File: src/rtl/apb_dec_pkg.sv
// Shared constants, state type and region-match helper for the APB address decoder.
// The error-log option is selected by APB_DEC_ERRLOG_EN in apb_addr_decoder_n.
package apb_dec_pkg;

  localparam int MAX_SLV = 16;
  localparam int MAX_AW  = 64;

  localparam logic [31:0] SLV1_BASE   = 32'h0001_F000;
  localparam logic [31:0] SLV2_BASE   = 32'h0002_F000;
  localparam logic [31:0] SLV_MASK_4K = 32'hFFFF_F000;

  typedef enum logic {
    DEC_EMPTY = 1'b0,
    DEC_FULL  = 1'b1
  } dec_state_e;

  // Operands are zero-extended to MAX_AW by the caller so one helper serves every width.
  function automatic logic slv_match(input logic [MAX_AW-1:0] addr,
                                     input logic [MAX_AW-1:0] base,
                                     input logic [MAX_AW-1:0] mask);
    return ((addr & mask) == (base & mask));
  endfunction

endpackage

File: src/rtl/apb_dec_match.sv
// Combinational priority matcher: returns a one-hot select for the lowest-index
// region containing the address, plus a hit flag.
module apb_dec_match
  import apb_dec_pkg::*;
#(
  parameter int                            ADDR_WIDTH = 32,
  parameter int                            NUM_SLV    = 2,
  parameter logic [NUM_SLV*ADDR_WIDTH-1:0] SLV_BASE   = {SLV2_BASE, SLV1_BASE},
  parameter logic [NUM_SLV*ADDR_WIDTH-1:0] SLV_MASK   = {SLV_MASK_4K, SLV_MASK_4K}
) (
  input  logic [ADDR_WIDTH-1:0] i_addr,
  output logic [NUM_SLV-1:0]    o_psel,
  output logic                  o_hit
);

  logic [MAX_AW-1:0] w_addr;
  logic [MAX_AW-1:0] w_base;
  logic [MAX_AW-1:0] w_mask;
  logic              w_match;

  // Walk regions in index order; once a hit is seen later regions are masked off.
  always_comb begin
    o_psel  = '0;
    o_hit   = 1'b0;
    w_addr  = '0;
    w_base  = '0;
    w_mask  = '0;
    w_match = 1'b0;
    w_addr[ADDR_WIDTH-1:0] = i_addr;
    for (int i = 0; i < NUM_SLV; i++) begin
      w_base = '0;
      w_mask = '0;
      w_base[ADDR_WIDTH-1:0] = SLV_BASE[i*ADDR_WIDTH +: ADDR_WIDTH];
      w_mask[ADDR_WIDTH-1:0] = SLV_MASK[i*ADDR_WIDTH +: ADDR_WIDTH];
      w_match   = slv_match(w_addr, w_base, w_mask);
      o_psel[i] = w_match && !o_hit;
      o_hit     = o_hit || w_match;
    end
  end

endmodule

File: src/rtl/apb_addr_decoder_n.sv
// N-slave APB address decoder with one registered stage, valid/ready handshake,
// saturating miss counter and an optional first-miss log (APB_DEC_ERRLOG_EN).
module apb_addr_decoder_n
  import apb_dec_pkg::*;
#(
  parameter int                            ADDR_WIDTH  = 32,
  parameter int                            NUM_SLV     = 2,
  parameter logic [NUM_SLV*ADDR_WIDTH-1:0] SLV_BASE    = {SLV2_BASE, SLV1_BASE},
  parameter logic [NUM_SLV*ADDR_WIDTH-1:0] SLV_MASK    = {SLV_MASK_4K, SLV_MASK_4K},
  parameter int                            MISS_TO_ERR = 1,
  parameter int                            CNT_WIDTH   = 16
) (
  input  logic                  clk,
  input  logic                  rst_n,
  input  logic                  req_valid_i,
  input  logic [ADDR_WIDTH-1:0] req_addr_i,
  output logic                  req_ready_o,
  output logic                  dec_valid_o,
  input  logic                  dec_ready_i,
  output logic [ADDR_WIDTH-1:0] dec_addr_o,
  output logic [NUM_SLV-1:0]    dec_psel_o,
  output logic                  dec_err_o,
  output logic [CNT_WIDTH-1:0]  miss_cnt_o,
`ifdef APB_DEC_ERRLOG_EN
  output logic                  err_log_valid_o,
  output logic [ADDR_WIDTH-1:0] err_log_addr_o,
`endif
  input  logic                  cnt_clr_i
);

  localparam logic [NUM_SLV-1:0] MISS_PSEL = NUM_SLV'(1);

  dec_state_e            r_state;
  dec_state_e            w_state_nxt;
  logic [ADDR_WIDTH-1:0] r_addr;
  logic [NUM_SLV-1:0]    r_psel;
  logic                  r_err;
  logic [CNT_WIDTH-1:0]  r_cnt;
  logic [NUM_SLV-1:0]    w_psel_hit;
  logic [NUM_SLV-1:0]    w_psel;
  logic                  w_hit;
  logic                  w_err;
  logic                  w_accept;
  logic                  w_miss;

  apb_dec_match #(
    .ADDR_WIDTH (ADDR_WIDTH),
    .NUM_SLV    (NUM_SLV),
    .SLV_BASE   (SLV_BASE),
    .SLV_MASK   (SLV_MASK)
  ) u_match (
    .i_addr (req_addr_i),
    .o_psel (w_psel_hit),
    .o_hit  (w_hit)
  );

  assign req_ready_o = (r_state == DEC_EMPTY) || dec_ready_i;
  assign w_accept    = req_valid_i && req_ready_o;
  assign w_miss      = w_accept && !w_hit;

  // Unmapped addresses either raise an error with no select or fall back to slave 0.
  always_comb begin
    w_psel = w_psel_hit;
    w_err  = 1'b0;
    if (!w_hit) begin
      if (MISS_TO_ERR != 0) begin
        w_psel = '0;
        w_err  = 1'b1;
      end else begin
        w_psel = MISS_PSEL;
        w_err  = 1'b0;
      end
    end else begin
      w_psel = w_psel_hit;
      w_err  = 1'b0;
    end
  end

  // Next state of the output slot.
  always_comb begin
    w_state_nxt = r_state;
    case (r_state)
      DEC_EMPTY: begin
        if (w_accept) w_state_nxt = DEC_FULL;
        else          w_state_nxt = DEC_EMPTY;
      end
      DEC_FULL: begin
        if (dec_ready_i && !w_accept) w_state_nxt = DEC_EMPTY;
        else                          w_state_nxt = DEC_FULL;
      end
      default: w_state_nxt = DEC_EMPTY;
    endcase
  end

  // Output slot state register.
  always_ff @(posedge clk) begin
    if (!rst_n) r_state <= DEC_EMPTY;
    else        r_state <= w_state_nxt;
  end

  // Payload loads only on acceptance, so it holds through a stall.
  always_ff @(posedge clk) begin
    if (!rst_n) begin
      r_addr <= '0;
      r_psel <= '0;
      r_err  <= 1'b0;
    end else if (w_accept) begin
      r_addr <= req_addr_i;
      r_psel <= w_psel;
      r_err  <= w_err;
    end else begin
      r_addr <= r_addr;
      r_psel <= r_psel;
      r_err  <= r_err;
    end
  end

  // Saturating miss counter; a clear beats a coincident increment.
  always_ff @(posedge clk) begin
    if (!rst_n)                      r_cnt <= '0;
    else if (cnt_clr_i)              r_cnt <= '0;
    else if (w_miss && (r_cnt != '1)) r_cnt <= r_cnt + CNT_WIDTH'(1);
    else                             r_cnt <= r_cnt;
  end

  assign dec_valid_o = (r_state == DEC_FULL);
  assign dec_addr_o  = r_addr;
  assign dec_psel_o  = r_psel;
  assign dec_err_o   = r_err;
  assign miss_cnt_o  = r_cnt;

`ifdef APB_DEC_ERRLOG_EN
  logic                  r_log_valid;
  logic [ADDR_WIDTH-1:0] r_log_addr;

  // Sticky capture of the first unmapped address since the last clear.
  always_ff @(posedge clk) begin
    if (!rst_n) begin
      r_log_valid <= 1'b0;
      r_log_addr  <= '0;
    end else if (cnt_clr_i) begin
      r_log_valid <= 1'b0;
      r_log_addr  <= '0;
    end else if (w_miss && !r_log_valid) begin
      r_log_valid <= 1'b1;
      r_log_addr  <= req_addr_i;
    end else begin
      r_log_valid <= r_log_valid;
      r_log_addr  <= r_log_addr;
    end
  end

  assign err_log_valid_o = r_log_valid;
  assign err_log_addr_o  = r_log_addr;
`else
  // No error-log state in this build.
`endif

endmodule

File: config.mk
export PLATFORM = sky130hd
export DESIGN_NAME = apb_addr_decoder_n
export DESIGN_NICKNAME = d
export VERILOG_FILES = /design/src/rtl/apb_dec_pkg.sv /design/src/rtl/apb_dec_match.sv /design/src/rtl/apb_addr_decoder_n.sv
export SDC_FILE = /design/constraint.sdc
export NUM_CORES = 1
export LEC_CHECK = 0
export ABC_AREA = 1
export BUFFER_PORTS_ARGS = -buffer_cell sky130_fd_sc_hd__buf_2
export CAP_MARGIN = 10
export CORE_MARGIN = 2
export CORE_UTILIZATION = 49
export DETAILED_ROUTE_END_ITERATION = 12
export PLACE_DENSITY = 0.8
export SLEW_MARGIN = 20
export SYNTH_ARGS = -nofsm -noshare
export SYNTH_HDL_FRONTEND = slang
export SYNTH_SLANG_ARGS = --single-unit
File: constraint.sdc
create_clock -name clk -period 1.7 [get_ports clk]
set_clock_uncertainty 0.05 [all_clocks]
set_input_delay 0.255 -clock clk [delete_from_list [all_inputs] [get_ports clk]]
set_output_delay 0.255 -clock clk [all_outputs]
set_load 0.01 [all_outputs]
; Word level (Yosys, flattened, before mapping)
; Cells that the tools add are included.
[word_totals]
ff_bits = 52
output_inout_bits = 53
[op_classes]
n_addsub = 1
n_eq_ne = 3
n_mux = 5
bitwise = 2
reduce_logical = 11
[op_table]
columns = cell, n
row1 = $eq A20 B5 Y1 const B, 1
row2 = $eq A20 B6 Y1 const B, 1
row3 = $add A16 B1 Y16 const B, 1
row4 = $ne A16 B16 Y1 const B, 1
row5 = $logic_and A1 B1 Y1, 5
row6 = $logic_not A1 Y1, 3
row7 = $mux W1, 3
row8 = $logic_or A1 B1 Y1, 2
row9 = $mux W2, 1
row10 = $not A1 Y1, 2
row11 = $pmux W1 S2, 1
row12 = $reduce_or A2 Y1, 1

; Logic depth before layout (Yosys ltp)
; Gate-level depths: netlist of run 1.
[depth]
word_depth = 7
mapped_depth = 11

; Cells and area by module
; A second synthesis of run 1 with hierarchy kept.
[hier_totals]
hier_cells = 344
area_unflattened_um2 = 2324.7
[by_module_without_submodules]
columns = mod, instances, cells_per_inst, area_per_inst_um2, seq_area_each_um2
row1 = apb_addr_decoder_n, 1, 316, 2209.6, 1041.0
row2 = apb_dec_match, 1, 28, 115.1, 0.0

; Worst setup path before layout of run 1
; Ideal clock, no wire load.
[synth_path]
kind = reg-to-reg
startpoint = register r_cnt[1], in the netlist miss_cnt_o[1]
endpoint = register r_cnt[9], in the netlist miss_cnt_o[9]
setup_ns = 0.115
arrival_time_ns = 1.357
required_ns = 1.535
path_slack_ns = 0.178
stages_incl_launch_ff = 11
path_buffers = 0
path_cell_list = dfxtp_1 ha_1 nand2_2 nor2_4 nand2_2 nor2_4 nand2_4 nand2_2 nor2_1 a21oi_1 nor2_1
[synth_between]
elab_chain_cells = 2
elab_cells_between_ends = 3
classes_between = 1 x add/sub / 1 x eq/ne / 1 x reduce/logical
[synth_rtl]
columns = element, line_no
row1 = "start, declared", apb_addr_decoder_n.sv:38  ; logic [CNT_WIDTH-1:0] r_cnt;
row2 = "start signal, assigned", apb_addr_decoder_n.sv:122  ; else if (w_miss && (r_cnt != '1)) r_cnt <= r_cnt + CNT_WIDTH'(1);
row3 = "start signal, assigned", apb_addr_decoder_n.sv:123  ; else r_cnt <= r_cnt;
row4 = "parallel branches: the longest is 2 deep, another holds $add A16 B1 Y16", n/a
; Parallel ways; which one is timed is not known.
; A chain may end at the register's enable or synchronous reset.

; Final worst setup path of run 1
[layout_path]
startpoint = register r_cnt[1], in the netlist miss_cnt_o[1]
endpoint = register r_cnt[15], in the netlist miss_cnt_o[15]
; The elaborated chain is that of the path after synthesis.

==> results of run 1 <==
worst paths after layout:
check / startpoint / endpoint / depth (start not counted) / slack, ns
max reg2reg: miss_cnt_o[1] / miss_cnt_o[15] / 10 / 0.16
min reg2reg: dec_err_o / dec_err_o / 2 / 0.43
min: req_addr_i[30] / dec_addr_o[30] / 3 / 0.14
max: miss_cnt_o[1] / miss_cnt_o[15] / 10 / 0.16
per-layer routing:
| layer | track usage | vias to the layer above | wire [microns] |
|---|---|---|---|
| met5 | 0 | - | 0 |
| met4 | 0.05859 | 0 | 102 |
| met1 | 0.2319 | 1041 | 2416 |
| met2 | 0.3472 | 77 | 2392 |
| li1 | - | 1249 | - |
| met3 | 0.04252 | 12 | 323 |
state kept, by name, summed over array words and instances (netlist names):
signal and cells:
dec_addr_o 32, miss_cnt_o 16, dec_psel_o 2, dec_err_o 1
dec_valid_o 1
kinds of logic after synthesis:
kind of cell / count (synthesis) / synth area share
and+or+nand+nor: 191 / 0.3634
AOI/OAI and AO/OA: 53 / 0.1113
DFF: 52 / 0.4370
buffers and inverters: 44 / 0.07931
xor gates and xnor gates: 1 / 0.003677
adders and majority gates: 1 / 0.005251
tightest hold or removal path: stages:
cell	delay (ns)
sky130_fd_sc_hd__buf_2	0.09
sky130_fd_sc_hd__inv_1	0.06
sky130_fd_sc_hd__a21oi_1	0.05
power by group through the flow:
stage               combinational [mW]  sequential, mW  clock, mW
floorplan                        0.167            1.38          0
global placement                 0.335            1.34          0
detailed placement               0.343            1.34          0
CTS                              0.344            1.32      0.878
global route                     0.384            1.32      0.932
finish                           0.341            1.32      0.853
cell usage after synthesis:
cell type,n,area (sq um)
sky130_fd_sc_hd__buf_6,2,22.52
sky130_fd_sc_hd__xor2_1,1,8.760
sky130_fd_sc_hd__nand4_1,3,18.77
sky130_fd_sc_hd__nand2_1,47,176.4
sky130_fd_sc_hd__nand3_1,22,110.1
sky130_fd_sc_hd__clkbuf_1,6,22.52
sky130_fd_sc_hd__buf_4,1,7.510
sky130_fd_sc_hd__nor2_1,91,341.6
sky130_fd_sc_hd__dfxtp_1,52,1041
sky130_fd_sc_hd__nor2_2,8,50.05
sky130_fd_sc_hd__nand3b_1,1,7.510
sky130_fd_sc_hd__nand3_2,1,10.01
sky130_fd_sc_hd__inv_1,28,105.1
sky130_fd_sc_hd__buf_2,4,20.02
sky130_fd_sc_hd__nand2_4,1,11.26
sky130_fd_sc_hd__inv_2,3,11.26
sky130_fd_sc_hd__o21ai_0,33,165.2
sky130_fd_sc_hd__a21oi_1,20,100.1
sky130_fd_sc_hd__nand2_2,9,56.30
sky130_fd_sc_hd__nor3_1,1,5.000
sky130_fd_sc_hd__nor2_4,7,78.83
sky130_fd_sc_hd__ha_1,1,12.51
final cells by class:
cell class,instances,area [sq um]
flip-flops and latches,52,1044
inverters,31,116.4
clock buffers,5,68.82
repair buffers,94,495.5
well taps,54,67.56
clock inverters,3,46.29
fillers,431,1697
multi-input cells,246,1157
==> summary.md, run 1 <==
| Metric | Value |
|---|---|
| Number of buffers created by CTS | 5 |
| Final critical-path setup slack | 0.1610 ns |
| Measured slew at the worst slew-check pin | 0.4754 ns |
| Maximum capacitance violations | 0 |
| Distinct cell type count after synthesis | 22 |
| Leak pwr | 1.432 nW |
| Vias in the first global route | 2024 |
| Max-slew violation total from the final report | 0 |
| Achievable Freq | 649.8 MHz |
| Total half-perimeter wirelength after legalization and detailed placement | 3.825 mm |
| Cells after synthesis | 342 |
| Switching power | 641.4 uW |
| Post-layout nets | 468 |
| Routed len/inst | 10.79 microns |
| Final hold slack | 0.1379 ns |
| Area overhead of the layout relative to synthesis | 25.74% |
| Unrepaired setup endpoints after global routing | no |
| Crit path cell chain | ha_2, nand2_2, nor2_4, nand2_2, nor2_4, nand2_4, nand2_2, nor2_1, a21oi_1, nor2_1 |
| Antenna diode count | 0 |
| Starting density of the core | 0.5077 |
| Post-CTS Setup Inserts | 0 |
| Clock transition at the register clock pins on the worst setup and hold paths after CTS | 0.10 ns |
| Violation count after the first detailed-routing iteration | 119 |
| Number of cell rows | 25 |
| Yosys warns | 0 |
| Most frequent CP cell | sky130_fd_sc_hd__nand2_2 |
| Initial antenna violation count | 0 |
| Result of the run | complete, no violations |
| Top fanout value on the critical path | 5 |
| Die width | 73.73 microns |
| CP endpoint kind | flip-flop |
| Register area share after synthesis | 0.4370 |
| Synthesized net count | 380 |
| Total via count after detailed routing | 2379 |
| Worst-case setup slack after placement | 0.09480 ns |
| #FFs+latches synth | 52 |
| Sinks on the clock net | 52 |
| Clock Latency Late Sink | 0.30 ns |
| IR Drop Worst-Case VDD | 0.0004572 V |
| Req. time, crit path | 1.85 ns |
| Tightest slew margin relative to the limit | 0.6823 |
| Post-DR vias/cell | 4.905 |
| Fin area | 0.002995 sq mm |
| Final setup fails | 0 |
| Antenna-violating nets left | 0 |
| Die Span Y | 73.73 microns |
| Cell type group with the largest total delay on the critical path | simple AND/OR/NAND/NOR gates |
| Final std cells w/o fill | 485 |
| Largest net degree at the start of global routing | 42 |
| Crit path DAT | 1.69 ns |
| Boundary pin count | 90 |
| Syn Area/Cell | 6.966 sq um |
| Final Routed Wirelength | 5.234 mm |
| Floorplan die area | 0.005435 sq mm |
| Sequential Power Share | 0.524 |
| Max stage delay on crit path | 0.36 ns |
| TritonCTS clock tree | done |
| Most common library cell in the layout ignoring fill and taps | sky130_fd_sc_hd__nor2_1 |
| Resize count post-CTS | 0 |
| Placed standard-cell area | 0.002873 sq mm |
| Power per standard cell area | 837.8 mW/mm^2 |
| Slowest stage cell, crit path | sky130_fd_sc_hd__dfxtp_2 |
| Final total power | 2.510 mW |
| Number of detailed-route iterations in the first pass | 5 |
| H-tree lvl count | 2 |
| Post-detailed-route DRC marker count | 0 |
| Share of cells above drive strength 1 | 0.3132 |
| Total global routing overflow | 0 |
| Placeable core area | 0.004692 sq mm |
| Sum Neg Setup Slack | 0 ns |
| First-pass GRT wire length | 8.493 mm |
| Tmin final | 1.539 ns |
| Aggregate global-route resource usage | 0.1948 |
| Number of placed instances with taps included | 477 |
| Internal power of the cells | 1.868 mW |
| Sw frac | 0.2556 |
| Path category of the worst min-delay check | in2reg |
| Most frequent cells in the layout | 90 x sky130_fd_sc_hd__nor2_1, 89 x sky130_fd_sc_hd__buf_2, 50 x sky130_fd_sc_hd__dfxtp_1 |
| Type of element launching the critical path | flip-flop |
| Classification of the worst setup path | reg2reg |
| Post-synth design cell area | 0.002382 sq mm |
| Total of hold buffers inserted after clock tree synthesis | 0 |
| Share of the core filled with cells in the final layout | 0.6384 |
| Max Buffers Root-to-Sink | 2 |
| Clock share of power | 0.340 |
| Buffers & Inverters on Critical Path | 0 |
| Buffers added on ports | 89 |
| Combinational share of power | 0.136 |
| Clock root buffer master | sky130_fd_sc_hd__clkbuf_8 |
| Number of endpoints with negative hold slack in the final report | 0 |
| Placer Congestion | 0.8141 |
| Period utilization | 0.9053 |
Power figures use the tool's default switching activity.
==> run 2, diff against run 1 <==
--- a/config.mk
+++ b/config.mk
@@ -6,7 +6,7 @@
 export NUM_CORES = 1
 export LEC_CHECK = 0
 export ABC_AREA = 1
-export BUFFER_PORTS_ARGS = -buffer_cell sky130_fd_sc_hd__buf_2
+export BUFFER_PORTS_ARGS = -buffer_cell sky130_fd_sc_hd__buf_4
 export CAP_MARGIN = 10
 export CORE_MARGIN = 2
 export CORE_UTILIZATION = 49
==> run 2 against run 1 <==
Net effect:
- cell count rose by 0.41%
- sequential power barely moved
- critical path type unchanged
- count of clock-buffer cells in the layout did not move
- highest routed layer unchanged
- critical path depth rose by 1
- register-to-register slack barely moved
- critical endpoint is now miss_cnt_o[13]
- largest cell class unchanged
- design area rose by 6.6%
- sequential share of layout area fell by 2.1 points
==> summary.md, run 2 (synthesis gave the netlist of run 1 again) <==
| Metric | Value |
|---|---|
| Result of the run | complete, no violations |
| Boundary pin count | 90 |
| Maximum capacitance violations | 0 |
| Type of element launching the critical path | flip-flop |
| Internal power of the cells | 1.761 mW |
| Crit path DAT | 1.72 ns |
| Die Span Y | 73.73 microns |
| Max FFs per register | 32 |
| Max Buffers Root-to-Sink | 2 |
| Placed standard-cell area | 0.003083 sq mm |
| Worst reg-to-reg setup slack | 0.17 ns |
| Total half-perimeter wirelength after legalization and detailed placement | 4.114 mm |
| Share of the core filled with cells in the final layout | 0.6803 |
| Clock root buffer master | sky130_fd_sc_hd__clkbuf_8 |
| Cell depth of the worst hold path | 3 |
| Period utilization | 0.9020 |
| Starting density of the core | 0.5077 |
| Vias in the first global route | 2093 |
| CP endpoint kind | flip-flop |
| Violation count after the first detailed-routing iteration | 107 |
| Number of detailed-route iterations in the first pass | 4 |
| Initial antenna violation count | 0 |
| Aggregate global-route resource usage | 0.2070 |
| Largest net degree at the start of global routing | 34 |
| Tmin final | 1.533 ns |
| Final critical-path setup slack | 0.1667 ns |
| Number of cell rows | 25 |
| Length of routed wiring on met1 | 2.484 mm |
| Measured slew at the worst slew-check pin | 0.9563 ns |
| Most common library cell in the layout ignoring fill and taps | sky130_fd_sc_hd__buf_4 |
| Power per standard cell area | 748.6 mW/mm^2 |
| Tightest slew margin relative to the limit | 0.3601 |
| Fin area | 0.003192 sq mm |
| Floorplan die area | 0.005435 sq mm |
| Classification of the worst setup path | reg2reg |
| Share of cells above drive strength 1 | 0.3141 |
| Worst-case setup slack after placement | 0.07851 ns |
| Post-detailed-route DRC marker count | 0 |
| TritonCTS clock tree | done |
| Startpoint of the lowest-slack register-to-register path | miss_cnt_o[1] |
| Metal3 WL | 348 microns |
| Sum Neg Setup Slack | 0 ns |
| Leak pwr | 1.471 nW |
| Combinational share of power | 0.167 |
| Antenna-violating nets left | 0 |
| Length of routed met2 wiring | 2.699 mm |
| H-tree lvl count | 2 |
| Post-layout nets | 471 |
| Logic depth of the worst register-to-register path | 11 |
| Die width | 73.73 microns |
| Clock transition at the register clock pins on the worst setup and hold paths after CTS | 0.09 ns |
| Number of buffers created by CTS | 5 |
| Req. time, crit path | 1.89 ns |
| Max-slew violation total from the final report | 0 |
| Clock share of power | 0.281 |
| Area overhead of the layout relative to synthesis | 33.98% |
| Sinks on the clock net | 52 |
| First-pass GRT wire length | 8.997 mm |
| Placeable core area | 0.004692 sq mm |
| Total global routing overflow | 0 |
| Final setup fails | 0 |
| Clock Latency Late Sink | 0.30 ns |
| Most frequent cells in the layout | 97 x sky130_fd_sc_hd__buf_4, 91 x sky130_fd_sc_hd__nor2_1, 50 x sky130_fd_sc_hd__dfxtp_1 |
| Post-DR vias/cell | 4.963 |
| Routed len/inst | 11.42 microns |
| Total via count after detailed routing | 2417 |
| Final Routed Wirelength | 5.562 mm |
| Antenna diode count | 0 |
| HP Start | req_addr_i[30] |
| Placer Congestion | 0.8083 |
| Sw frac | 0.2628 |
| Number of endpoints with negative hold slack in the final report | 0 |
| Reg-to-reg critical path endpoint | miss_cnt_o[13] |
| Top fanout value on the critical path | 5 |
| Achievable Freq | 652.2 MHz |
| Path category of the worst min-delay check | in2reg |
| Sequential Power Share | 0.552 |
| Switching power | 627.9 uW |
| Top layer used by detailed routing | met4 |
| Final total power | 2.389 mW |
| IR Drop Worst-Case VDD | 0.0004897 V |
| Buffers added on ports | 89 |
| Worst hold path endpoint | dec_addr_o[30] |
[run 2: changes by cell type in the layout (fill, tap and decap cells not counted), sizes merged]
cell | before | now
bufinv | 1 | 0
clkinv | 0 | 1
inv | 32 | 31
buf | 94 | 97
[run 2: per-stage QoR]
stage	hold WS, ns	instances
after CTS	0.1401	484
after global routing	0.1491	487
final	0.1500	487
after global placement	0.4030	477
after floorplan	0.3390	342
after detailed placement	0.4140	477
[run 2: worst max-delay path: stages, from the launching register on]
cell	delay, ns
sky130_fd_sc_hd__dfxtp_2	0.35
sky130_fd_sc_hd__ha_2	0.19
sky130_fd_sc_hd__nand2_2	0.07
sky130_fd_sc_hd__nor2_4	0.12
sky130_fd_sc_hd__nand2_2	0.10
sky130_fd_sc_hd__nor2_4	0.12
sky130_fd_sc_hd__nand2_4	0.09
sky130_fd_sc_hd__nand2_2	0.09
sky130_fd_sc_hd__nor2_1	0.06
sky130_fd_sc_hd__nand3_1	0.08
sky130_fd_sc_hd__nand2_1	0.05
sky130_fd_sc_hd__nor2_1	0.11
[run 2: power groups by stage]
stage / Clock, mW / Combinational, mW / Sequential [mW]
final: 0.671 / 0.400 / 1.32
after floorplan: 0 / 0.167 / 1.38
after detailed placement: 0 / 0.398 / 1.35
after global routing: 0.739 / 0.446 / 1.33
after CTS: 0.700 / 0.399 / 1.32
after global placement: 0 / 0.391 / 1.34
[run 2: metal layers]
metal,track usage,vias up
met5,0,-
met4,0.04444,0
met3,0.04527,2
met2,0.3671,60
met1,0.2557,1098
li1,-,1257
[run 2: worst max-delay path by stage]
stage | start | to | slack (ns) | cells after the start
after floorplan | miss_cnt_o[1] | miss_cnt_o[9] | 0.18 | 10
after global placement | rst_n | miss_cnt_o[5] | 0.13 | 5
after detailed placement | req_addr_i[15] | miss_cnt_o[5] | 0.08 | 11
after CTS | miss_cnt_o[1] | miss_cnt_o[9] | 0.09 | 11
after global routing | miss_cnt_o[1] | miss_cnt_o[6] | -0.002 | 11
final | miss_cnt_o[1] | miss_cnt_o[13] | 0.17 | 11
[run 2: layout make-up]
cell class / instances / area [sq um]
Inverter: 31 / 116.4
Sequential cell: 52 / 1044
Multi-Input combinational cell: 246 / 1155
Tap cell: 54 / 67.56
Fill cell: 447 / 1500
Clock inverter: 2 / 12.51
Clock buffer: 5 / 68.82
Timing Repair Buffer: 97 / 728.2
[run 2: what timing repair did]
item                       in CTS  in global routing
setup endpoints to repair       0                  8
hold buffers                    0                  0
gates resized for setup         0                  3
buffers inserted                0                  3
hold endpoints to repair        0                  0
